==> src/rtl/dependency_check_block.sv <==
// Decode-stage hazard detector: tracks the last three register writers and picks operand forwarding sources.
// Latency: one edge for decode outputs; RW_dm/wr_en_dm report the instruction sampled two edges earlier.
module dependency_check_block (
    input  logic        clk,
    input  logic        reset,
    input  logic [23:0] ins,
    input  logic        ins_valid,
    output logic [7:0]  imm,
    output logic        imm_sel,
    output logic [2:0]  mux_sel_A,
    output logic [2:0]  mux_sel_B,
    output logic [4:0]  RW_dm,
    output logic        wr_en_dm
);

    localparam logic [2:0] SEL_RF = 3'd0;
    localparam logic [2:0] SEL_EX = 3'd1;
    localparam logic [2:0] SEL_DM = 3'd2;
    localparam logic [2:0] SEL_WB = 3'd3;

    logic [5:0] opcode;
    logic [4:0] rd;
    logic [4:0] ra;
    logic [4:0] rb;
    logic       writes_reg;
    logic       is_imm;

    // Producer history, d1 youngest; RD is zeroed whenever the entry is invalid.
    logic       d1_valid;
    logic [4:0] d1_rd;
    logic       d2_valid;
    logic [4:0] d2_rd;
    logic       d3_valid;
    logic [4:0] d3_rd;

    logic       new_valid;
    logic [4:0] new_rd;
    logic [2:0] fwd_a;
    logic [2:0] fwd_b;
    logic [7:0] imm_next;
    logic       imm_sel_next;
    logic [2:0] sel_a_next;
    logic [2:0] sel_b_next;

    assign opcode = ins[23:18];
    assign rd     = ins[17:13];
    assign ra     = ins[12:8];
    assign rb     = ins[7:3];

    assign writes_reg = ins_valid && (opcode != 6'd0) && (opcode[5:4] != 2'b11);
    assign is_imm     = ins_valid && (opcode[5:4] == 2'b01);

    // R0 is hardwired, so a write to it must never become a forwarding source.
    assign new_valid = writes_reg && (rd != 5'd0);
    assign new_rd    = new_valid ? rd : 5'd0;

    always_comb begin
        fwd_a = SEL_RF;
        if (d1_valid && (d1_rd == ra)) begin
            fwd_a = SEL_EX;
        end else if (d2_valid && (d2_rd == ra)) begin
            fwd_a = SEL_DM;
        end else if (d3_valid && (d3_rd == ra)) begin
            fwd_a = SEL_WB;
        end
    end

    always_comb begin
        fwd_b = SEL_RF;
        if (d1_valid && (d1_rd == rb)) begin
            fwd_b = SEL_EX;
        end else if (d2_valid && (d2_rd == rb)) begin
            fwd_b = SEL_DM;
        end else if (d3_valid && (d3_rd == rb)) begin
            fwd_b = SEL_WB;
        end
    end

    always_comb begin
        imm_next     = 8'h00;
        imm_sel_next = 1'b0;
        sel_a_next   = SEL_RF;
        sel_b_next   = SEL_RF;
        if (ins_valid) begin
            sel_a_next = fwd_a;
            if (is_imm) begin
                imm_next     = ins[7:0];
                imm_sel_next = 1'b1;
            end else begin
                sel_b_next = fwd_b;
            end
        end
    end

    always_ff @(posedge clk) begin
        if (reset) begin
            d1_valid <= 1'b0;
            d1_rd    <= 5'd0;
            d2_valid <= 1'b0;
            d2_rd    <= 5'd0;
            d3_valid <= 1'b0;
            d3_rd    <= 5'd0;
        end else begin
            d3_valid <= d2_valid;
            d3_rd    <= d2_rd;
            d2_valid <= d1_valid;
            d2_rd    <= d1_rd;
            d1_valid <= new_valid;
            d1_rd    <= new_rd;
        end
    end

    always_ff @(posedge clk) begin
        if (reset) begin
            imm       <= 8'h00;
            imm_sel   <= 1'b0;
            mux_sel_A <= SEL_RF;
            mux_sel_B <= SEL_RF;
        end else begin
            imm       <= imm_next;
            imm_sel   <= imm_sel_next;
            mux_sel_A <= sel_a_next;
            mux_sel_B <= sel_b_next;
        end
    end

    assign RW_dm    = d2_rd;
    assign wr_en_dm = d2_valid;

endmodule
==> config.mk <==
export PLATFORM = sky130hd
export DESIGN_NAME = dependency_check_block
export DESIGN_NICKNAME = d
export VERILOG_FILES = /design/src/rtl/dependency_check_block.sv
export SDC_FILE = /design/constraint.sdc
export NUM_CORES = 1
export LEC_CHECK = 0
export ABC_AREA = 1
export BUFFER_PORTS_ARGS = -buffer_cell sky130_fd_sc_hd__buf_2
export CAP_MARGIN = 25
export CORE_UTILIZATION = 53
export DETAILED_ROUTE_END_ITERATION = 8
export PLACE_DENSITY = 0.82
export SYNTH_ARGS = -nofsm -noshare
export SYNTH_HDL_FRONTEND = slang
export SYNTH_SLANG_ARGS = --single-unit
==> constraint.sdc <==
create_clock -name clk -period 1.63 [get_ports clk]
set_input_delay 0.163 -clock clk [delete_from_list [all_inputs] [get_ports clk]]
set_output_delay 0.163 -clock clk [all_outputs]
set_load 0.01 [all_outputs]
== Yosys cells after proc, flatten, opt, wreduce, memory -nomap -nowiden ==
Cells that the tools add are included.

* Reductions and logical operators: 20
* Bitwise operators: 3
* Equality and inequality tests: 8
* Muxes and demuxes: 7

{| class="wikitable"
|+ Operator list
! cell !! number
|-
| equality test 5 bit || 6
|-
| logical AND 1 bit || 10
|-
| OR reduction 3 bit || 3
|-
| 2-to-1 mux 2 bit || 4
|-
| OR reduction 4 bit || 2
|-
| nonzero test 6 bit || 1
|-
| nonzero test 5 bit || 1
|-
| OR reduction 5 bit || 1
|-
| OR reduction 2 bit || 2
|-
| 2-to-1 mux 1 bit || 3
|-
| inverter 1 bit || 3
|-
| equality test 2 x 1 -> 1 bit (second input constant) || 1
|-
| != test 2 bit (second input constant) || 1
|}

* Output and inout bits: 21
* Input port bits: 27
* Bits in registers: 33
* Word-level logic and storage cells: 52

== Longest topological paths before layout ==
* Depth after elaboration: 6
* Mapped depth: 8

== Worst setup path after synthesis ==
OpenSTA, ideal clock, no wires.

* Kind: reg-to-reg
* Start point: register d2_rd[0] (netlist: RW_dm[0])
* End point: register mux_sel_B[1]
* Buffers on the path: 0
* Required time: 1.568 ns
* Clock period less this slack: 0.991 ns
* Stages on the path, launching flop included: 9
* Arrival time: 0.929 ns
* Setup slack: 0.639 ns
* Path through: dfxtp_1 inv_1 nand2_1 nand2_1 nor2_1 nand3_2 o21ai_1 inv_1 nor2_2

* Word-level cells in the longest chain between the ends: 3

{| class="wikitable"
|+ Ends and longest elaborated chain
! what !! RTL line !! text
|-
| from (decl) || 32 || <nowiki>logic [4:0] d2_rd;</nowiki>
|-
| from (signal assigned) || 107 || <nowiki>d2_rd <= d1_rd;</nowiki>
|-
| equality test 5 bit || 72 || <nowiki>end else if (d2_valid && (d2_rd == rb)) begin</nowiki>
|-
| logical AND 1 bit || 72 ||
|-
| 2-to-1 mux 2 bit || 72 ||
|-
| to (signal assigned) || 123 || <nowiki>mux_sel_B <= sel_b_next;</nowiki>
|-
| to (decl) || 11 || <nowiki>output logic [2:0] mux_sel_B,</nowiki>
|}

No other way between the ends.
A chain may end at the register's enable or synchronous reset.

== Worst setup path after layout ==
* Start point: register d2_rd[2] (netlist: RW_dm[2])
* End point: register mux_sel_A[1]

* Word-level cells in the longest chain between the ends: 3

{| class="wikitable"
|+ Ends and longest elaborated chain
! what !! RTL line !! text
|-
| equality test 5 bit || 61 || <nowiki>end else if (d2_valid && (d2_rd == ra)) begin</nowiki>
|-
| logical AND 1 bit || 61 ||
|-
| 2-to-1 mux 2 bit || 61 ||
|-
| to (signal assigned) || 122 || <nowiki>mux_sel_A <= sel_a_next;</nowiki>
|-
| to (decl) || 10 || <nowiki>output logic [2:0] mux_sel_A,</nowiki>
|}

No other way between the ends.

==> reports/results.ini <==
[placed_design]
dp_cells = 299
pre_cts_ws_ns = 0.5320
hpwl_um = 2422
gp_congestion = 0.8465
placed_area_um2 = 1690
numPortBuffers = 45

[synthesis]
synth_edf_count = 0
ys_seq_area_share_pct = 43.02
async_flop_share_pct = 0
synth.area.top_cells = dfxtp_1, nand2_1, nor2_1
synth_commonest_cells = nand2_1, nor2_1, inv_1
synth.distinct_cells = 21
avgSynthCellArea_um2 = 6.383
synth.top_cell.area_share_pct = 43.02
syn_area_um2 = 1443
ys_warn_count = 0
ys_ff_latch = 31
synth_ff_type = dfxtp_1
netlist_instances = 226
yosysMostFrequentCell = nand2_1
synth_largest_area_cell = dfxtp_1

[clocking]
numCtsBuffers = 5
postCtsSetupBuffers = 0
cts-root-buf = clkbuf_4
clock_sinks = 31
h-tree-depth = 2
cts_resized = 0
cts.path.max_buffers = 2
cts-hold-fix-buffers = 0
clk_pin_slew_worst_paths_ns = 0.11
tritoncts = yes
clock_latency_ns = 0.33

[pwr]
p_switching_mw = 0.3924
p_int_mw = 1.164
p_per_area_nw_per_um2 = 878.7
p_clk_share_pct = 38.1
power_frac_comb_pct = 11.5
power_mw = 1.557
power_leakage_nw = 0.9465
swShare_pct = 25.21
pwr-share-seq_pct = 50.4
vdd_ir_drop_max_mv = 0.9687

[worst_setup_path]
cp_cell_sequence = inv_1 -> nand2_1 -> nand2_1 -> nor2_1 -> nand3_1 -> o21ai_0 -> inv_1 -> nor2_1
end_kind = flop
critPathSlowestCell = dfxtp_1
cpPeakStageDelay_ns = 0.42
critPathMaxFanout = 4
cp_data_arrival_time_ns = 1.38
start_kind = flop
crit_required_ns = 1.89
path_class = reg2reg

[grt]
grt_usage_pct = 23.63
antenna_found_initial = 0
grt_max_degree = 14
grt_overflow = 0
grt_pass1_vias = 1223
grt_pass1_wl_um = 4788

[timing]
finalCritPeriodShare_pct = 68.44
max_freq_ghz = 0.8963
period_minus_slack_ns = 1.116
hold_viol_final = 0
clock_skew_ns = 0.01506
setup_slack_ns = 0.5144
fin_setup_tns_ns = 0
drv_slew = 0
setup_viol = 0
grt_setup_unrepaired = no
holdWs_ns = 0.03281

[worst_hold_path]
hold_path.class = in2reg

[final_layout]
area_growth_pct = 22.81
diodes = 0
n_fill_cell = 233
multi_input_area_um2 = 645.6
nets = 303
final_layout_size_suffix_gt1_share_pct = 25.99
postLayoutCoreUtil_pct = 70.24
stdcell_area_um2 = 1772
seqCellArea_um2 = 620.6
layoutNonFillerInstCount = 307

[drt]
antenna_left = 0
routed_wl_um = 3092
drc = 0
drt_iter0_markers = 41
vias = 1449
firstDrtPassIters = 5
drt-vias-per-instance = 4.720
wl_per_cell_um = 10.07

[floorplan]
coreArea_um2 = 2522
die_w_um = 54.17
ioPinCount = 48
die-area_um2 = 2934
chipHeight_um = 54.17
start_util_pct = 57.19
rows = 18

[run]
drv_cap = 0

[run_status]
status = complete, no violations

==> path summary, 6_finish.rpt <==
check | start | to | slack, ns | cells after the start
setup / recovery | RW_dm[2] | mux_sel_A[1] | 0.51 | 8
setup reg to reg | RW_dm[2] | mux_sel_A[1] | 0.51 | 8
hold reg to reg | d1_valid | wr_en_dm | 0.45 | 2
hold / removal | ins[2] | imm[2] | 0.03 | 3
==> registers in the layout, summed over array words and instances, names as in the netlist <==
name       flops
d3_valid       1
mux_sel_B      2
d1_rd          5
d1_valid       1
mux_sel_A      2
RW_dm          5
d3_rd          5
imm            8
wr_en_dm       1
imm_sel        1
==> cell usage in the layout, fill, tap and decap left out, drive strengths merged <==
cell type / synthesis / routed
inv: 43 / 43
a21oi: 5 / 5
nor3: 6 / 6
o21ai: 6 / 6
clkinv: 0 / 2
buf: 2 / 45
dfxtp: 31 / 31
clkbuf: 1 / 5
conb: 1 / 2
nand2: 67 / 67
nand4: 2 / 2
bufinv: 0 / 1
nor2: 56 / 56
nand3: 6 / 6
==> power by group through the flow <==
stage	Combinational [mW]	Sequential [mW]	Clock, mW
2_1_floorplan	0.103	0.805	0
3_3_place_gp	0.174	0.802	0
3_5_place_dp	0.176	0.802	0
4_1_cts	0.178	0.785	0.600
5_1_grt	0.202	0.788	0.640
6_report	0.179	0.785	0.593
==> metal layers <==
| layer | wire length (µm) | GRT usage (%) | up-vias |
|---|---|---|---|
| met2 | 1422 | 38.41 | 61 |
| met3 | 233 | 5.932 | 11 |
| met5 | 0 | 0 | - |
| met4 | 68 | 10.26 | 0 |
| li1 | - | - | 763 |
| met1 | 1368 | 29.18 | 614 |
==> cell families (layout without fill, tap and decap cells) <==
kind of cell	Yosys count	after routing	synth area share (%)
other	1	2	0.2599
buffers and inverters	46	96	12.49
AOI/OAI and AO/OA	11	11	4.076
and+or+nand+nor	137	137	40.16
DFF	31	31	43.02
==> area by class of cell <==
| class | count | area share [%] |
|---|---|---|
| tap | 30 | 2.119 |
| inverter | 43 | 9.110 |
| sequential | 31 | 35.03 |
| timing repair buffer | 45 | 12.71 |
| multi-input combinational | 150 | 36.44 |
| clock inverter | 3 | 2.472 |
| clock buffer | 5 | 2.119 |
==> critical path: cells and delay by family, from the launching register on <==
| family | cells | cell delay, ns |
|---|---|---|
| flops | 1 | 0.42 |
| buf+inv | 2 | 0.15 |
| compound gates | 1 | 0.09 |
| simple gates | 5 | 0.39 |
No activity file was read; power rests on OpenSTA's default activity.
